File: config.mk
export PLATFORM = sky130hd
export DESIGN_NAME = control_sequencer
export DESIGN_NICKNAME = d
export VERILOG_FILES = /design/src/rtl/control_sequencer_pkg.sv /design/src/rtl/control_sequencer_opcode_class_decoder.sv /design/src/rtl/control_sequencer.sv
export SDC_FILE = /design/constraint.sdc
export NUM_CORES = 1
export LEC_CHECK = 0
export ABC_AREA = 0
export BUFFER_PORTS_ARGS = -buffer_cell sky130_fd_sc_hd__buf_2
export CAP_MARGIN = 20
export CELL_PAD_IN_SITES_DETAIL_PLACEMENT = 0
export CELL_PAD_IN_SITES_GLOBAL_PLACEMENT = 1
export CORE_MARGIN = 2
export CORE_UTILIZATION = 28
export CTS_CLUSTER_SIZE = 12
export DETAILED_ROUTE_END_ITERATION = 10
export GPL_TIMING_DRIVEN = 0
export PLACE_DENSITY = 0.81
export SKIP_LAST_GASP = 1
export SLEW_MARGIN = 20
export SYNTH_ARGS = -nofsm -noshare
export SYNTH_HDL_FRONTEND = slang
export SYNTH_SLANG_ARGS = --single-unit
File: constraint.sdc
create_clock -name Clock -period 2.34 [get_ports Clock]
set_input_delay 0.117 -clock Clock [delete_from_list [all_inputs] [get_ports Clock]]
set_output_delay 0.117 -clock Clock [all_outputs]
set_load 0.02 [all_outputs]
File: src/rtl/control_sequencer_pkg.sv
// Shared definitions for the hardwired control sequencer: opcodes, sequencer
// states, instruction classes and the datapath strobe bundle.
package control_sequencer_pkg;

   localparam logic [4:0] OP_LD   = 5'b00000;
   localparam logic [4:0] OP_LDI  = 5'b00001;
   localparam logic [4:0] OP_ST   = 5'b00010;
   localparam logic [4:0] OP_ADD  = 5'b00011;
   localparam logic [4:0] OP_SUB  = 5'b00100;
   localparam logic [4:0] OP_AND  = 5'b00101;
   localparam logic [4:0] OP_OR   = 5'b00110;
   localparam logic [4:0] OP_ROR  = 5'b00111;
   localparam logic [4:0] OP_ROL  = 5'b01000;
   localparam logic [4:0] OP_SHR  = 5'b01001;
   localparam logic [4:0] OP_SHL  = 5'b01010;
   localparam logic [4:0] OP_ADDI = 5'b01011;
   localparam logic [4:0] OP_ANDI = 5'b01100;
   localparam logic [4:0] OP_ORI  = 5'b01101;
   localparam logic [4:0] OP_MUL  = 5'b01110;
   localparam logic [4:0] OP_DIV  = 5'b01111;
   localparam logic [4:0] OP_NEG  = 5'b10000;
   localparam logic [4:0] OP_NOT  = 5'b10001;
   localparam logic [4:0] OP_BR   = 5'b10010;
   localparam logic [4:0] OP_JR   = 5'b10011;
   localparam logic [4:0] OP_IN   = 5'b10100;
   localparam logic [4:0] OP_OUT  = 5'b10101;
   localparam logic [4:0] OP_MFHI = 5'b10110;
   localparam logic [4:0] OP_MFLO = 5'b10111;
   localparam logic [4:0] OP_NOP  = 5'b11000;
   localparam logic [4:0] OP_HALT = 5'b11001;

   localparam logic [4:0] ALU_ADD = 5'b00011;

   typedef enum logic [1:0] {
      ST_RESET,
      ST_RUN,
      ST_HALT
   } seq_state_t;

   // Bit positions of the one-hot instruction class vector
   localparam int CL_LD     = 0;
   localparam int CL_LDI    = 1;
   localparam int CL_ST     = 2;
   localparam int CL_RALU   = 3;
   localparam int CL_IMM    = 4;
   localparam int CL_MULDIV = 5;
   localparam int CL_UNARY  = 6;
   localparam int CL_BR     = 7;
   localparam int CL_JR     = 8;
   localparam int CL_IN     = 9;
   localparam int CL_OUT    = 10;
   localparam int CL_MFHI   = 11;
   localparam int CL_MFLO   = 12;
   localparam int CL_NOP    = 13;
   localparam int CL_HALT   = 14;
   localparam int NUM_CLS   = 15;

   typedef struct packed {
      logic pc_in;
      logic pc_out;
      logic inc_pc;
      logic mar_in;
      logic mdr_in;
      logic mdr_out;
      logic rd;
      logic wr;
      logic ir_in;
      logic y_in;
      logic z_in;
      logic zhi_out;
      logic zlo_out;
      logic hi_in;
      logic hi_out;
      logic lo_in;
      logic lo_out;
      logic con_in;
      logic gra;
      logic grb;
      logic grc;
      logic r_in;
      logic r_out;
      logic ba_out;
      logic c_out;
      logic inport_out;
      logic outport_in;
   } strobes_t;

   // Final T-step of each class; nop and halt end with fetch at T2
   function automatic int last_step(input logic [NUM_CLS-1:0] cls);
      int n;
      n = 2;
      if (cls[CL_LD] | cls[CL_ST])                    n = 7;
      if (cls[CL_MULDIV] | cls[CL_BR])                n = 6;
      if (cls[CL_LDI] | cls[CL_RALU] | cls[CL_IMM])   n = 5;
      if (cls[CL_UNARY])                              n = 4;
      if (cls[CL_JR] | cls[CL_IN] | cls[CL_OUT] |
          cls[CL_MFHI] | cls[CL_MFLO])                n = 3;
      return n;
   endfunction

endpackage

File: src/rtl/control_sequencer_opcode_class_decoder.sv
// Combinational opcode-to-class decoder; unassigned opcodes fall into the nop class.
module control_sequencer_opcode_class_decoder
   import control_sequencer_pkg::*;
(
   input  logic [4:0]         i_opcode,
   output logic [NUM_CLS-1:0] o_class
);

   always_comb begin
      o_class = '0;
      case (i_opcode)
         OP_LD:   o_class[CL_LD]   = 1'b1;
         OP_LDI:  o_class[CL_LDI]  = 1'b1;
         OP_ST:   o_class[CL_ST]   = 1'b1;
         OP_ADD, OP_SUB, OP_AND, OP_OR,
         OP_ROR, OP_ROL, OP_SHR, OP_SHL:
                  o_class[CL_RALU] = 1'b1;
         OP_ADDI, OP_ANDI, OP_ORI:
                  o_class[CL_IMM]  = 1'b1;
         OP_MUL, OP_DIV:
                  o_class[CL_MULDIV] = 1'b1;
         OP_NEG, OP_NOT:
                  o_class[CL_UNARY]  = 1'b1;
         OP_BR:   o_class[CL_BR]   = 1'b1;
         OP_JR:   o_class[CL_JR]   = 1'b1;
         OP_IN:   o_class[CL_IN]   = 1'b1;
         OP_OUT:  o_class[CL_OUT]  = 1'b1;
         OP_MFHI: o_class[CL_MFHI] = 1'b1;
         OP_MFLO: o_class[CL_MFLO] = 1'b1;
         OP_NOP:  o_class[CL_NOP]  = 1'b1;
         OP_HALT: o_class[CL_HALT] = 1'b1;
         default: o_class[CL_NOP]  = 1'b1;
      endcase
   end

endmodule

File: src/rtl/control_sequencer.sv
// Hardwired control unit: fetch T0-T2, class-specific T3-T7, then T0 or HALT.
// All strobes are a combinational decode of state, step, opcode and CON.
module control_sequencer
   import control_sequencer_pkg::*;
#(
   parameter int MAX_T = 8
)(
   input  logic        Clock,
   input  logic        Reset,
   input  logic        Stop,
   input  logic [31:0] IRregister,
   input  logic        CON,
   output logic        PCin,
   output logic        PCout,
   output logic        IncPC,
   output logic        MARin,
   output logic        MDRin,
   output logic        MDRout,
   output logic        Read,
   output logic        write,
   output logic        IRin,
   output logic        Yin,
   output logic        Zin,
   output logic        ZHIout,
   output logic        ZLOout,
   output logic        HIin,
   output logic        HIout,
   output logic        LOin,
   output logic        LOout,
   output logic        CONin,
   output logic        Gra,
   output logic        Grb,
   output logic        Grc,
   output logic        Rin,
   output logic        Rout,
   output logic        BAout,
   output logic        Cout,
   output logic        INPORTout,
   output logic        OUTPORTin,
   output logic [4:0]  alu_op,
   output logic        Run
);

   localparam int STEP_W = $clog2(MAX_T);

   seq_state_t         r_state, w_state_nxt;
   logic [STEP_W-1:0]  r_step, w_step_nxt;
   logic               r_stop_pend, w_stop_pend_nxt;
   logic [4:0]         w_opcode;
   logic [NUM_CLS-1:0] w_cls;
   logic               w_addr_cls;
   logic               w_halt_op;
   logic               w_boundary;
   logic               w_unused_ir;
   strobes_t           w_ctl;
   logic [4:0]         w_alu;

   assign w_opcode    = IRregister[31:27];
   assign w_unused_ir = ^IRregister[26:0];

   control_sequencer_opcode_class_decoder u_dec (
      .i_opcode (w_opcode),
      .o_class  (w_cls)
   );

   assign w_addr_cls = w_cls[CL_LD] | w_cls[CL_LDI] | w_cls[CL_ST];
   assign w_halt_op  = w_cls[CL_HALT] && (int'(r_step) == 2);
   assign w_boundary = (int'(r_step) == last_step(w_cls)) || (int'(r_step) == MAX_T - 1);

   always_ff @(posedge Clock or posedge Reset) begin
      if (Reset) begin
         r_state     <= ST_RESET;
         r_step      <= '0;
         r_stop_pend <= 1'b0;
      end else begin
         r_state     <= w_state_nxt;
         r_step      <= w_step_nxt;
         r_stop_pend <= w_stop_pend_nxt;
      end
   end

   // A Stop pulse seen mid-instruction is remembered until the next boundary
   always_comb begin
      w_state_nxt     = r_state;
      w_step_nxt      = r_step;
      w_stop_pend_nxt = r_stop_pend | Stop;
      case (r_state)
         ST_RESET: begin
            w_state_nxt     = ST_RUN;
            w_step_nxt      = '0;
            w_stop_pend_nxt = 1'b0;
         end
         ST_RUN: begin
            if (w_halt_op) begin
               w_state_nxt     = ST_HALT;
               w_step_nxt      = '0;
               w_stop_pend_nxt = 1'b0;
            end else if (w_boundary) begin
               w_state_nxt     = (Stop || r_stop_pend) ? ST_HALT : ST_RUN;
               w_step_nxt      = '0;
               w_stop_pend_nxt = 1'b0;
            end else begin
               w_step_nxt = r_step + 1'b1;
            end
         end
         ST_HALT: begin
            w_stop_pend_nxt = 1'b0;
         end
         default: begin
            w_state_nxt = ST_RESET;
            w_step_nxt  = '0;
         end
      endcase
   end

   always_comb begin
      w_ctl = '0;
      w_alu = '0;
      if (r_state == ST_RUN) begin
         w_alu = (int'(r_step) < 3 || w_addr_cls || w_cls[CL_BR]) ? ALU_ADD : w_opcode;
         case (int'(r_step))
            0: begin
               w_ctl.pc_out = 1'b1; w_ctl.mar_in = 1'b1;
               w_ctl.inc_pc = 1'b1; w_ctl.z_in   = 1'b1;
            end
            1: begin
               w_ctl.zlo_out = 1'b1; w_ctl.pc_in  = 1'b1;
               w_ctl.rd      = 1'b1; w_ctl.mdr_in = 1'b1;
            end
            2: begin
               w_ctl.mdr_out = 1'b1; w_ctl.ir_in = 1'b1;
            end
            3: begin
               if (w_addr_cls) begin
                  w_ctl.grb = 1'b1; w_ctl.ba_out = 1'b1; w_ctl.y_in = 1'b1;
               end
               if (w_cls[CL_RALU] | w_cls[CL_IMM]) begin
                  w_ctl.grb = 1'b1; w_ctl.r_out = 1'b1; w_ctl.y_in = 1'b1;
               end
               if (w_cls[CL_MULDIV]) begin
                  w_ctl.gra = 1'b1; w_ctl.r_out = 1'b1; w_ctl.y_in = 1'b1;
               end
               if (w_cls[CL_UNARY]) begin
                  w_ctl.grb = 1'b1; w_ctl.r_out = 1'b1; w_ctl.z_in = 1'b1;
               end
               if (w_cls[CL_BR]) begin
                  w_ctl.gra = 1'b1; w_ctl.r_out = 1'b1; w_ctl.con_in = 1'b1;
               end
               if (w_cls[CL_JR]) begin
                  w_ctl.gra = 1'b1; w_ctl.r_out = 1'b1; w_ctl.pc_in = 1'b1;
               end
               if (w_cls[CL_IN]) begin
                  w_ctl.inport_out = 1'b1; w_ctl.gra = 1'b1; w_ctl.r_in = 1'b1;
               end
               if (w_cls[CL_OUT]) begin
                  w_ctl.gra = 1'b1; w_ctl.r_out = 1'b1; w_ctl.outport_in = 1'b1;
               end
               if (w_cls[CL_MFHI]) begin
                  w_ctl.hi_out = 1'b1; w_ctl.gra = 1'b1; w_ctl.r_in = 1'b1;
               end
               if (w_cls[CL_MFLO]) begin
                  w_ctl.lo_out = 1'b1; w_ctl.gra = 1'b1; w_ctl.r_in = 1'b1;
               end
            end
            4: begin
               if (w_addr_cls | w_cls[CL_IMM]) begin
                  w_ctl.c_out = 1'b1; w_ctl.z_in = 1'b1;
               end
               if (w_cls[CL_RALU]) begin
                  w_ctl.grc = 1'b1; w_ctl.r_out = 1'b1; w_ctl.z_in = 1'b1;
               end
               if (w_cls[CL_MULDIV]) begin
                  w_ctl.grb = 1'b1; w_ctl.r_out = 1'b1; w_ctl.z_in = 1'b1;
               end
               if (w_cls[CL_UNARY]) begin
                  w_ctl.zlo_out = 1'b1; w_ctl.gra = 1'b1; w_ctl.r_in = 1'b1;
               end
               if (w_cls[CL_BR]) begin
                  w_ctl.pc_out = 1'b1; w_ctl.y_in = 1'b1;
               end
            end
            5: begin
               if (w_cls[CL_LD] | w_cls[CL_ST]) begin
                  w_ctl.zlo_out = 1'b1; w_ctl.mar_in = 1'b1;
               end
               if (w_cls[CL_LDI] | w_cls[CL_RALU] | w_cls[CL_IMM]) begin
                  w_ctl.zlo_out = 1'b1; w_ctl.gra = 1'b1; w_ctl.r_in = 1'b1;
               end
               if (w_cls[CL_MULDIV]) begin
                  w_ctl.zlo_out = 1'b1; w_ctl.lo_in = 1'b1;
               end
               if (w_cls[CL_BR]) begin
                  w_ctl.c_out = 1'b1; w_ctl.z_in = 1'b1;
               end
            end
            6: begin
               if (w_cls[CL_LD]) begin
                  w_ctl.rd = 1'b1; w_ctl.mdr_in = 1'b1;
               end
               if (w_cls[CL_ST]) begin
                  w_ctl.gra = 1'b1; w_ctl.r_out = 1'b1; w_ctl.mdr_in = 1'b1;
               end
               if (w_cls[CL_MULDIV]) begin
                  w_ctl.zhi_out = 1'b1; w_ctl.hi_in = 1'b1;
               end
               // Branch target is committed on the live CON value of this cycle
               if (w_cls[CL_BR] && CON) begin
                  w_ctl.zlo_out = 1'b1; w_ctl.pc_in = 1'b1;
               end
            end
            7: begin
               if (w_cls[CL_LD]) begin
                  w_ctl.mdr_out = 1'b1; w_ctl.gra = 1'b1; w_ctl.r_in = 1'b1;
               end
               if (w_cls[CL_ST]) begin
                  w_ctl.wr = 1'b1;
               end
            end
            default: ;
         endcase
      end
   end

   assign PCin      = w_ctl.pc_in;
   assign PCout     = w_ctl.pc_out;
   assign IncPC     = w_ctl.inc_pc;
   assign MARin     = w_ctl.mar_in;
   assign MDRin     = w_ctl.mdr_in;
   assign MDRout    = w_ctl.mdr_out;
   assign Read      = w_ctl.rd;
   assign write     = w_ctl.wr;
   assign IRin      = w_ctl.ir_in;
   assign Yin       = w_ctl.y_in;
   assign Zin       = w_ctl.z_in;
   assign ZHIout    = w_ctl.zhi_out;
   assign ZLOout    = w_ctl.zlo_out;
   assign HIin      = w_ctl.hi_in;
   assign HIout     = w_ctl.hi_out;
   assign LOin      = w_ctl.lo_in;
   assign LOout     = w_ctl.lo_out;
   assign CONin     = w_ctl.con_in;
   assign Gra       = w_ctl.gra;
   assign Grb       = w_ctl.grb;
   assign Grc       = w_ctl.grc;
   assign Rin       = w_ctl.r_in;
   assign Rout      = w_ctl.r_out;
   assign BAout     = w_ctl.ba_out;
   assign Cout      = w_ctl.c_out;
   assign INPORTout = w_ctl.inport_out;
   assign OUTPORTin = w_ctl.outport_in;
   assign alu_op    = w_alu;
   assign Run       = (r_state == ST_RUN);

endmodule

; ---- Word-level counts from Yosys, hierarchy flattened
; Index checks and enable logic that the tools add are counted.
[word_totals]
input_bits = 36
out_inout_bits = 33
ff_bits = 6
[classes]
n_addsub = 1
n_eq_ne = 37
reduce_logical = 15
bitwise = 14
n_lt_le_gt_ge = 1
muxes = 95
[ops]
columns = cell, count
row1 = two-way mux 32 bit, 4
row2 = two-way mux 1 bit, 62
row3 = "== test 5 bit, second input constant", 9
row4 = "== test 5 x 4 -> 1 bit, second input constant", 8
row5 = == test 4 x 32 -> 1 bit, 1
row6 = two-way mux 27 bit, 1
row7 = "== test 5 x 3 -> 1 bit, second input constant", 4
row8 = case mux 1 bit (2 select lines), 9
row9 = "== test 3 bit, second input constant", 5
row10 = OR 1 bit, 13
row11 = two-way mux 2 bit, 6
row12 = case mux 1 bit (4 select lines), 3
row13 = "== test 5 x 2 -> 1 bit, second input constant", 2
row14 = two-way mux 5 bit, 2
row15 = two-way mux 3 bit, 3
row16 = OR reduction 8 bit, 1
row17 = "== test 3 x 1 -> 1 bit, second input constant", 2
row18 = "== test 3 x 2 -> 1 bit, second input constant", 2
row19 = case mux 1 bit (3 select lines), 2
row20 = case mux 2 bit (3 select lines), 1
row21 = case mux 3 bit (2 select lines), 1
row22 = OR reduction 2 bit, 3
row23 = "== test 5 x 1 -> 1 bit, second input constant", 1
row24 = logical NOT 5 bit, 1
row25 = 13 further kinds, 17

; ---- Logic depth before layout (Yosys ltp)
; Gate-level depths: netlist (run 1).
[depth]
word_depth = 13
mapped_depth = 8
depth_no_buf = 7

; ---- Hierarchy
; Synthesis (run 1) repeated with hierarchy kept, for this count alone.
[hier_totals]
cells_unflattened = 183
hier_area_um2 = 1280.0
[by_module_without_submodules]
columns = mod, n_inst, area_per_inst_um2, cells_per_inst, seq_area_each_um2
row1 = control_sequencer, 1, 1058.5, 155, 150.1
row2 = control_sequencer_opcode_class_decoder, 1, 221.5, 28, 0.0

; ---- Worst setup path after synthesis (run 1)
; OpenSTA, ideal clock, no wires.
[synth_path]
path_type = reg2out
start = register r_step[0]
end = output port Rin
path_stages_with_launch = 8
t_required_ns = 2.223
setup_slack_ns = 0.369
t_arrival_ns = 1.854
cell_sequence = dfrtp_1 -> clkbuf_1 -> inv_1 -> ha_1 -> nand2_1 -> nor3_1 -> nor3b_1 -> a221oi_1
[synth_between]
elab_chain_len = 3
[synth_rtl]
columns = item, line_no
row1 = from (decl), control_sequencer.sv:47  ; logic [STEP_W-1:0] r_step, w_step_nxt;
row2 = from (signal assigned), control_sequencer.sv:77  ; r_step <= w_step_nxt;
row3 = == test 3 bit or == test 3 x 2 -> 1 bit (tied branches), control_sequencer.sv:121  ; case (int'(r_step))
row4 = case mux 1 bit (4 select lines) (*), control_sequencer.sv:121
row5 = two-way mux 27 bit (*), control_sequencer.sv:119  ; if (r_state == ST_RUN) begin
row6 = to (decl), control_sequencer.sv:34  ; output logic Rin,
; Mark *: on every way between the ends. The rest lies on a longest branch, timed or not.

; ---- Worst setup path in the final report (run 1)
[layout_path]
start = register r_step[2]
end = output port PCin
[layout_between]
elab_chain_len = 3
[layout_rtl]
columns = item, line_no
row1 = "== test 3 bit, or another cell as far along", control_sequencer.sv:121
row2 = case mux 1 bit (3 select lines) (*), control_sequencer.sv:121
row3 = two-way mux 27 bit (*), control_sequencer.sv:119
row4 = to (decl), control_sequencer.sv:13  ; output logic PCin,
; Marks and branches as above.

==> impl_metrics.env, run 1 <==
export IMPL_critPathCaptureType="output pin"
export IMPL_ctsHtreeMaxLevel=1
export IMPL_slew_headroom_pct=63.1
export IMPL_synth_edf_count=0
export IMPL_pin_count=69
export IMPL_area_delta_synth_final_pct=31.4
export IMPL_drt_iter0_markers=161
export IMPL_grt_pass1_wl_um=6370
export IMPL_clock_skew_ns=0.00256
export IMPL_grt_overflow_total=0
export IMPL_start_util_pct=28.8
export IMPL_drc_errors=0
export IMPL_synth_area_leaders="dfrtp_1 (13%), a21oi_1 (7.9%), nand2_1 (6.9%), ha_1 (6.6%), nor3_1 (5.3%)"
export IMPL_synthesis_nets=218
export IMPL_synthArstFlopShare_pct=100
export IMPL_track_usage_pct=18.1
export IMPL_power_density_mw_per_mm2=946
export IMPL_cts_tree="done"
export IMPL_die_area_mm2=0.00458
export IMPL_antenna_found_initial=0
export IMPL_hold_slack_ns=0.164
export IMPL_setup_viol=0
export IMPL_comb_power_share_pct=75.6
export IMPL_ant_nets=0
export IMPL_p_sw_mw=0.811
export IMPL_pwr_share_seq_pct=13.4
export IMPL_hpwl_um=3050
export IMPL_numPortBuffers=41
export IMPL_min_period_ns=2.24
export IMPL_seq_area_frac_synth_pct=13.2
export IMPL_core_mm2=0.00394
export IMPL_tns_ns=0
export IMPL_cts_buffers=3
export IMPL_ys_types=45
export IMPL_run_status="completed"
export IMPL_ys_ff_latch=6
export IMPL_die_w_um=67.7
export IMPL_via_per_inst=5.31
export IMPL_fmax_ghz=0.447
export IMPL_drt_total_wl_um=3950
export IMPL_grt_setup_unrepaired="true"
export IMPL_setup_slack_ns=0.103
export IMPL_rows=23
export IMPL_wire_per_inst_um=14.6
export IMPL_path_clk_slew_ns=0.04
export IMPL_maxCapViolations=0
export IMPL_cts_sinks=6
export IMPL_min_path_type="input port to register"
export IMPL_root_buffer="clkbuf_8"
export IMPL_p_int_mw=0.600
export IMPL_yosysTopAreaCellShare_pct=13.2
export IMPL_final_nets=264
export IMPL_worstMarginPinSlew_ns=0.549
export IMPL_path_max_fanout=10
export IMPL_synth_cells=176
export IMPL_grt_max_degree=11
export IMPL_cp_required_ns=2.22
export IMPL_ys_flop_type="dfrtp_1"
export IMPL_path_class="register to output pin"
export IMPL_synth_top_area_cell="dfrtp_1"
export IMPL_min_period_over_period_pct=95.6
export IMPL_arrival_ns=2.12
export IMPL_synth_avg_cell_area_um2=6.45
export IMPL_clkPwrFrac_pct=11.0
export IMPL_cts_buffer_depth=2
export IMPL_diodes=0
export IMPL_p_sw_share_pct=57.5
export IMPL_num_vias=1434
export IMPL_drv_slew=0
export IMPL_p_leak_nw=0.685
export IMPL_hold_viol_final=0
export IMPL_post_place_ws_ns=0.0834
export IMPL_grt_pass1_vias=1296
export IMPL_clock_latency_ns=0.22
export IMPL_peakVddDrop_mv=0.491
export IMPL_gpl_final_weighted_congestion=0.918
export IMPL_drive_above_1_share_pct=32.7
export IMPL_dr_pass1_iters=4
export IMPL_post_cts_buffers=0
export IMPL_synth_warnings=0
export IMPL_die_h_um=67.7
export IMPL_nFillCells=445
export IMPL_start_kind="register"
export IMPL_netlist_area_mm2=0.00113
## final timing paths
path | cells after the start | startpoint | slack [ns] | end
max | 9 | r_step[2] | 0.10 | PCin
min | 3 | Stop | 0.16 | r_stop_pend
max reg2reg | 8 | r_step[0] | 0.33 | r_state[1]
min reg2reg | 1 | r_state[1] | 0.52 | r_state[0]
max in group asynchronous | 3 | Reset | 1.80 | r_step[0]
min in group asynchronous | 3 | Reset | 0.35 | r_state[0]
## registers in the layout, indices dropped and copies added, names as in the netlist
name / count
r_state: 2
r_stop_pend: 1
r_step: 3
## layer usage
layer,global-route usage [%],up-vias,share of wire (%)
met1,25.4,656,45
li1,-,723,-
met2,28.8,53,48
met3,2.67,2,6.6
met5,0,-,0
met4,4.08,0,0.38
## worst max-delay path, stage by stage, from the launching register on
cell and delay [ns]:
dfrtp_1 0.35, buf_2 0.23, clkinv_2 0.20, ha_1 0.28, nand2_1 0.16, nor3_2 0.08, a41o_1 0.21, a21oi_1 0.14
nor3_1 0.06, buf_2 0.18
## logic make-up after synthesis
group                      after synthesis  synth area share, %
AOI/OAI and AO/OA                       51                 30.2
xor gates and xnor gates                 2                 1.54
and+or+nand+nor                         84                 37.5
adders and majority gates                6                 6.62
DFF                                      6                 13.2
buffers and inverters                   27                 10.9
## through the flow
step	util [%]	instance area [um^2]	std cells	power, mW
floorplan	-	1130	176	0.919
global placement	35.6	1400	267	1.23
detailed placement	35.6	1400	267	1.23
CTS	37.1	1460	271	1.41
global route	37.8	1490	270	1.53
finish	37.8	1490	270	1.41
## power by group through the flow
| stage | Combinational, mW | Clock (mW) | Sequential, mW |
|---|---|---|---|
| after floorplan | 0.739 | 0 | 0.180 |
| after global placement | 1.04 | 0 | 0.188 |
| after detailed placement | 1.04 | 0 | 0.190 |
| after CTS | 1.06 | 0.162 | 0.190 |
| after global routing | 1.17 | 0.166 | 0.198 |
| final | 1.07 | 0.155 | 0.189 |
## area by class of cell
cell class | count | area (um^2) | area share, %
flip-flops and latches | 6 | 150 | 10.1
clock buffers | 3 | 41.3 | 2.77
repair buffers | 42 | 218 | 14.6
multi-input cells | 143 | 897 | 60.2
inverters | 11 | 42.5 | 2.85
well taps | 50 | 62.6 | 4.19
plain buffers | 15 | 80.1 | 5.37
## Yosys cell counts (all sizes together) (2+ instances only)
| cell | number |
|---|---|
| nand2 | 21 |
| a21oi | 18 |
| nor2 | 14 |
| nor3 | 12 |
| buf | 11 |
| inv | 10 |
| o21ai | 10 |
| nand3 | 9 |
| dfrtp | 6 |
| ha | 6 |
| clkbuf | 5 |
| nor4 | 5 |
| a211oi | 4 |
| a221oi | 3 |
| and2 | 3 |
| and3 | 3 |
| nand2b | 3 |
| nand4 | 3 |
| nor2b | 3 |
| a21o | 2 |
| nor3b | 2 |
| o21a | 2 |
| o221ai | 2 |
| o22a | 2 |
| or2 | 2 |
| or3 | 2 |
## layout by cell type (no fill, tap or decap), types with 4 or more instances in the layout
| master | n |
|---|---|
| dfrtp_1 | 6 |
| a21oi_1 | 18 |
| nor2_1 | 14 |
| inv_1 | 9 |
| buf_2 | 50 |
| nor4_1 | 5 |
| o21ai_0 | 8 |
| nor3_1 | 9 |
| ha_1 | 4 |
| nand3_1 | 9 |
| nand2_1 | 21 |
## timing repair
action                                 CTS  global route
endpoints found under the hold margin    6             0
hold buffers                             1             0
setup endpoints to repair                3             4
resized for setup                        4             9
pin swaps                                0             1
(Power assumes the default switching activity.)
==> run 2, diff against run 1 <==
--- a/config.mk
+++ b/config.mk
@@ -6,16 +6,16 @@
 export NUM_CORES = 1
 export LEC_CHECK = 0
 export ABC_AREA = 0
-export BUFFER_PORTS_ARGS = -buffer_cell sky130_fd_sc_hd__buf_2
 export CAP_MARGIN = 20
 export CELL_PAD_IN_SITES_DETAIL_PLACEMENT = 0
 export CELL_PAD_IN_SITES_GLOBAL_PLACEMENT = 1
 export CORE_MARGIN = 2
-export CORE_UTILIZATION = 28
+export CORE_UTILIZATION = 30
 export CTS_CLUSTER_SIZE = 12
 export DETAILED_ROUTE_END_ITERATION = 10
+export DONT_BUFFER_PORTS = 1
 export GPL_TIMING_DRIVEN = 0
-export PLACE_DENSITY = 0.81
+export PLACE_DENSITY = 0.62
 export SKIP_LAST_GASP = 1
 export SLEW_MARGIN = 20
 export SYNTH_ARGS = -nofsm -noshare
==> run 2 against run 1 <==
Against the previous run:
- highest routed layer unchanged
- hold slack lost 0.11 ns
- first-iteration DRC count shrank 27%
- clock skew shrank 0.0014 ns
- sequential power is essentially flat
- global-route usage grew 1.3 points
- sequential share of layout area grew 0.33 points
- critical path type unchanged
- count of clock-buffer cells in the layout is the same
- core utilization grew 1.6 points
==> impl_metrics.env, run 2 (synthesis results as in run 1) <==
export IMPL_run_status="completed"
export IMPL_largest_reg_flops=3
export IMPL_start_util_pct=31.0
export IMPL_drt_total_wl_um=4080
export IMPL_num_vias=1344
export IMPL_hold_slack_ns=0.0531
export IMPL_min_to="r_stop_pend"
export IMPL_crit_chain="buf_2 > clkinvlp_4 > ha_2 > nand2_1 > nor3_4 > a41o_1 > a21oi_1 > nor3_2"
export IMPL_hold_viol_final=0
export IMPL_drive_above_1_share_pct=25.8
export IMPL_max_stage_delay_ns=0.39
export IMPL_hpwl_um=3080
export IMPL_drc_errors=0
export IMPL_cp_top_family="simple AND/OR/NAND/NOR gates"
export IMPL_p_leak_nw=0.592
export IMPL_reg2reg_slack_ns=0.24
export IMPL_critPathSlowestCell="dfrtp_1"
export IMPL_clock_latency_ns=0.22
export IMPL_die_area_mm2=0.00429
export IMPL_clock_skew_ns=0.00112
export IMPL_track_usage_pct=19.4
export IMPL_cp_required_ns=2.22
export IMPL_power_density_mw_per_mm2=974
export IMPL_min_period_ns=2.24
export IMPL_grt_overflow_total=0
export IMPL_rows=22
export IMPL_wire_per_inst_um=17.4
export IMPL_root_buffer="clkbuf_8"
export IMPL_final_core_util_pct=39.4
export IMPL_grt_pass1_wl_um=6550
export IMPL_cts_buffers=3
export IMPL_top_regs="r_step: 3 flops, r_state: 2 flops, r_stop_pend: 1 flops"
export IMPL_rr_worst_depth=8
export IMPL_dr_pass1_iters=5
export IMPL_cts_buffer_depth=2
export IMPL_final_nets=230
export IMPL_path_clk_slew_ns=0.03
export IMPL_path_max_fanout=10
export IMPL_grt_setup_unrepaired="true"
export IMPL_setup_viol=0
export IMPL_drv_slew=0
export IMPL_grt_max_degree=11
export IMPL_gpl_final_weighted_congestion=0.881
export IMPL_cts_tree="done"
export IMPL_die_w_um=65.5
export IMPL_drt_iter0_markers=118
export IMPL_start_kind="register"
export IMPL_fmax_ghz=0.446
export IMPL_arrival_ns=2.12
export IMPL_cts_sinks=6
export IMPL_via_per_inst=5.74
export IMPL_maxCapViolations=0
export IMPL_critPathCaptureType="output pin"
export IMPL_diodes=0
export IMPL_top_register="r_step"
export IMPL_crit_start="r_step[2]"
export IMPL_antenna_found_initial=0
export IMPL_pin_count=69
export IMPL_min_from="Stop"
export IMPL_min_path_type="input port to register"
export IMPL_placed_area_mm2=0.00119
export IMPL_die_h_um=65.5
export IMPL_min_period_over_period_pct=95.8
export IMPL_hold_depth=2
export IMPL_slew_headroom_pct=35.6
export IMPL_layout_common_cells="nand2_1 (20), a21oi_1 (18), nor2_1 (12)"
export IMPL_peakVddDrop_mv=0.454
export IMPL_ctsHtreeMaxLevel=1
export IMPL_area_delta_synth_final_pct=27.2
export IMPL_ant_nets=0
export IMPL_reg2reg_from="r_step[0]"
export IMPL_grt_pass1_vias=1270
export IMPL_final_cell_area_mm2=0.00144
export IMPL_final_common_cell="nand2_1"
export IMPL_worstMarginPinSlew_ns=0.957
export IMPL_core_mm2=0.00366
export IMPL_cp_buffers_inverters=2
export IMPL_path_class="register to output pin"
export IMPL_numPortBuffers=0
export IMPL_rr_endpoint="r_state[1]"
-- run 2: cell types whose count changed in the layout (fill, tap and decap cells not counted), sizes merged --
cell      change
buf          -35
clkbuf        +1
clkinv        -1
clkinvlp      +2
inv           -1
-- run 2: how the worst max path moves through the flow --
stage | endpoint | cells after the start | slack (ns)
after floorplan | Rin | 7 | 0.37
after global placement | PCin | 8 | -0.004
after detailed placement | PCin | 8 | -0.04
after CTS | PCin | 8 | -0.11
after global routing | ZHIout | 6 | -0.04
final | PCin | 8 | 0.1
-- run 2: cell type report --
cell class	count	area (um^2)
timing repair buffer	8	62.6
fill	401	2220
inverter	11	48.8
multi-input combinational	143	1000
clock buffer	3	41.3
buffer	15	80.1
tap	48	60.1
sequential	6	150
-- run 2: worst reg2reg max path, stage by stage, from the launching register on --
cell	delay [ns]
dfrtp_1	0.39
clkbuf_2	0.19
inv_1	0.16
ha_1	0.34
nand2b_1	0.17
nor4_2	0.32
o31a_1	0.18
nor2b_1	0.16
o21a_1	0.13
-- run 2: report_power, final --
part	switching, mW	internal, mW	leakage, nW	total [mW]
Combinational	0.766	0.298	0.495	1.06
Sequential	0.0395	0.150	0.0752	0.189
Clock	0.0422	0.110	0.0216	0.152
Total	0.848	0.558	0.592	1.41
-- run 2: metal layers --
metal | GRT usage (%) | up-vias | wire [um]
met4 | 6.25 | 0 | 16
li1 | - | 650 | -
met5 | 0 | - | 0
met3 | 3.94 | 2 | 299
met1 | 24.1 | 640 | 1640
met2 | 33.4 | 52 | 2120
-- run 2: per-stage QoR --
stage	setup WS (ns)	power, mW	std cells	TNS [ns]
4_1_cts	-0.111	1.30	228	-0.149
2_1_floorplan	0.369	0.919	176	0
6_report	0.0983	1.41	234	0
5_1_grt	-0.0391	1.53	234	-0.182
3_5_place_dp	-0.0358	1.11	224	-0.0358
3_3_place_gp	-0.00432	1.10	224	-0.00432
-- run 2: what timing repair did --
action,CTS,global route
cloned,0,0
pin swaps,1,2
hold buffers,1,0
setup buffers,0,7
hold endpoints to repair,6,0
setup endpoints to repair,8,21
gates resized for setup,8,21
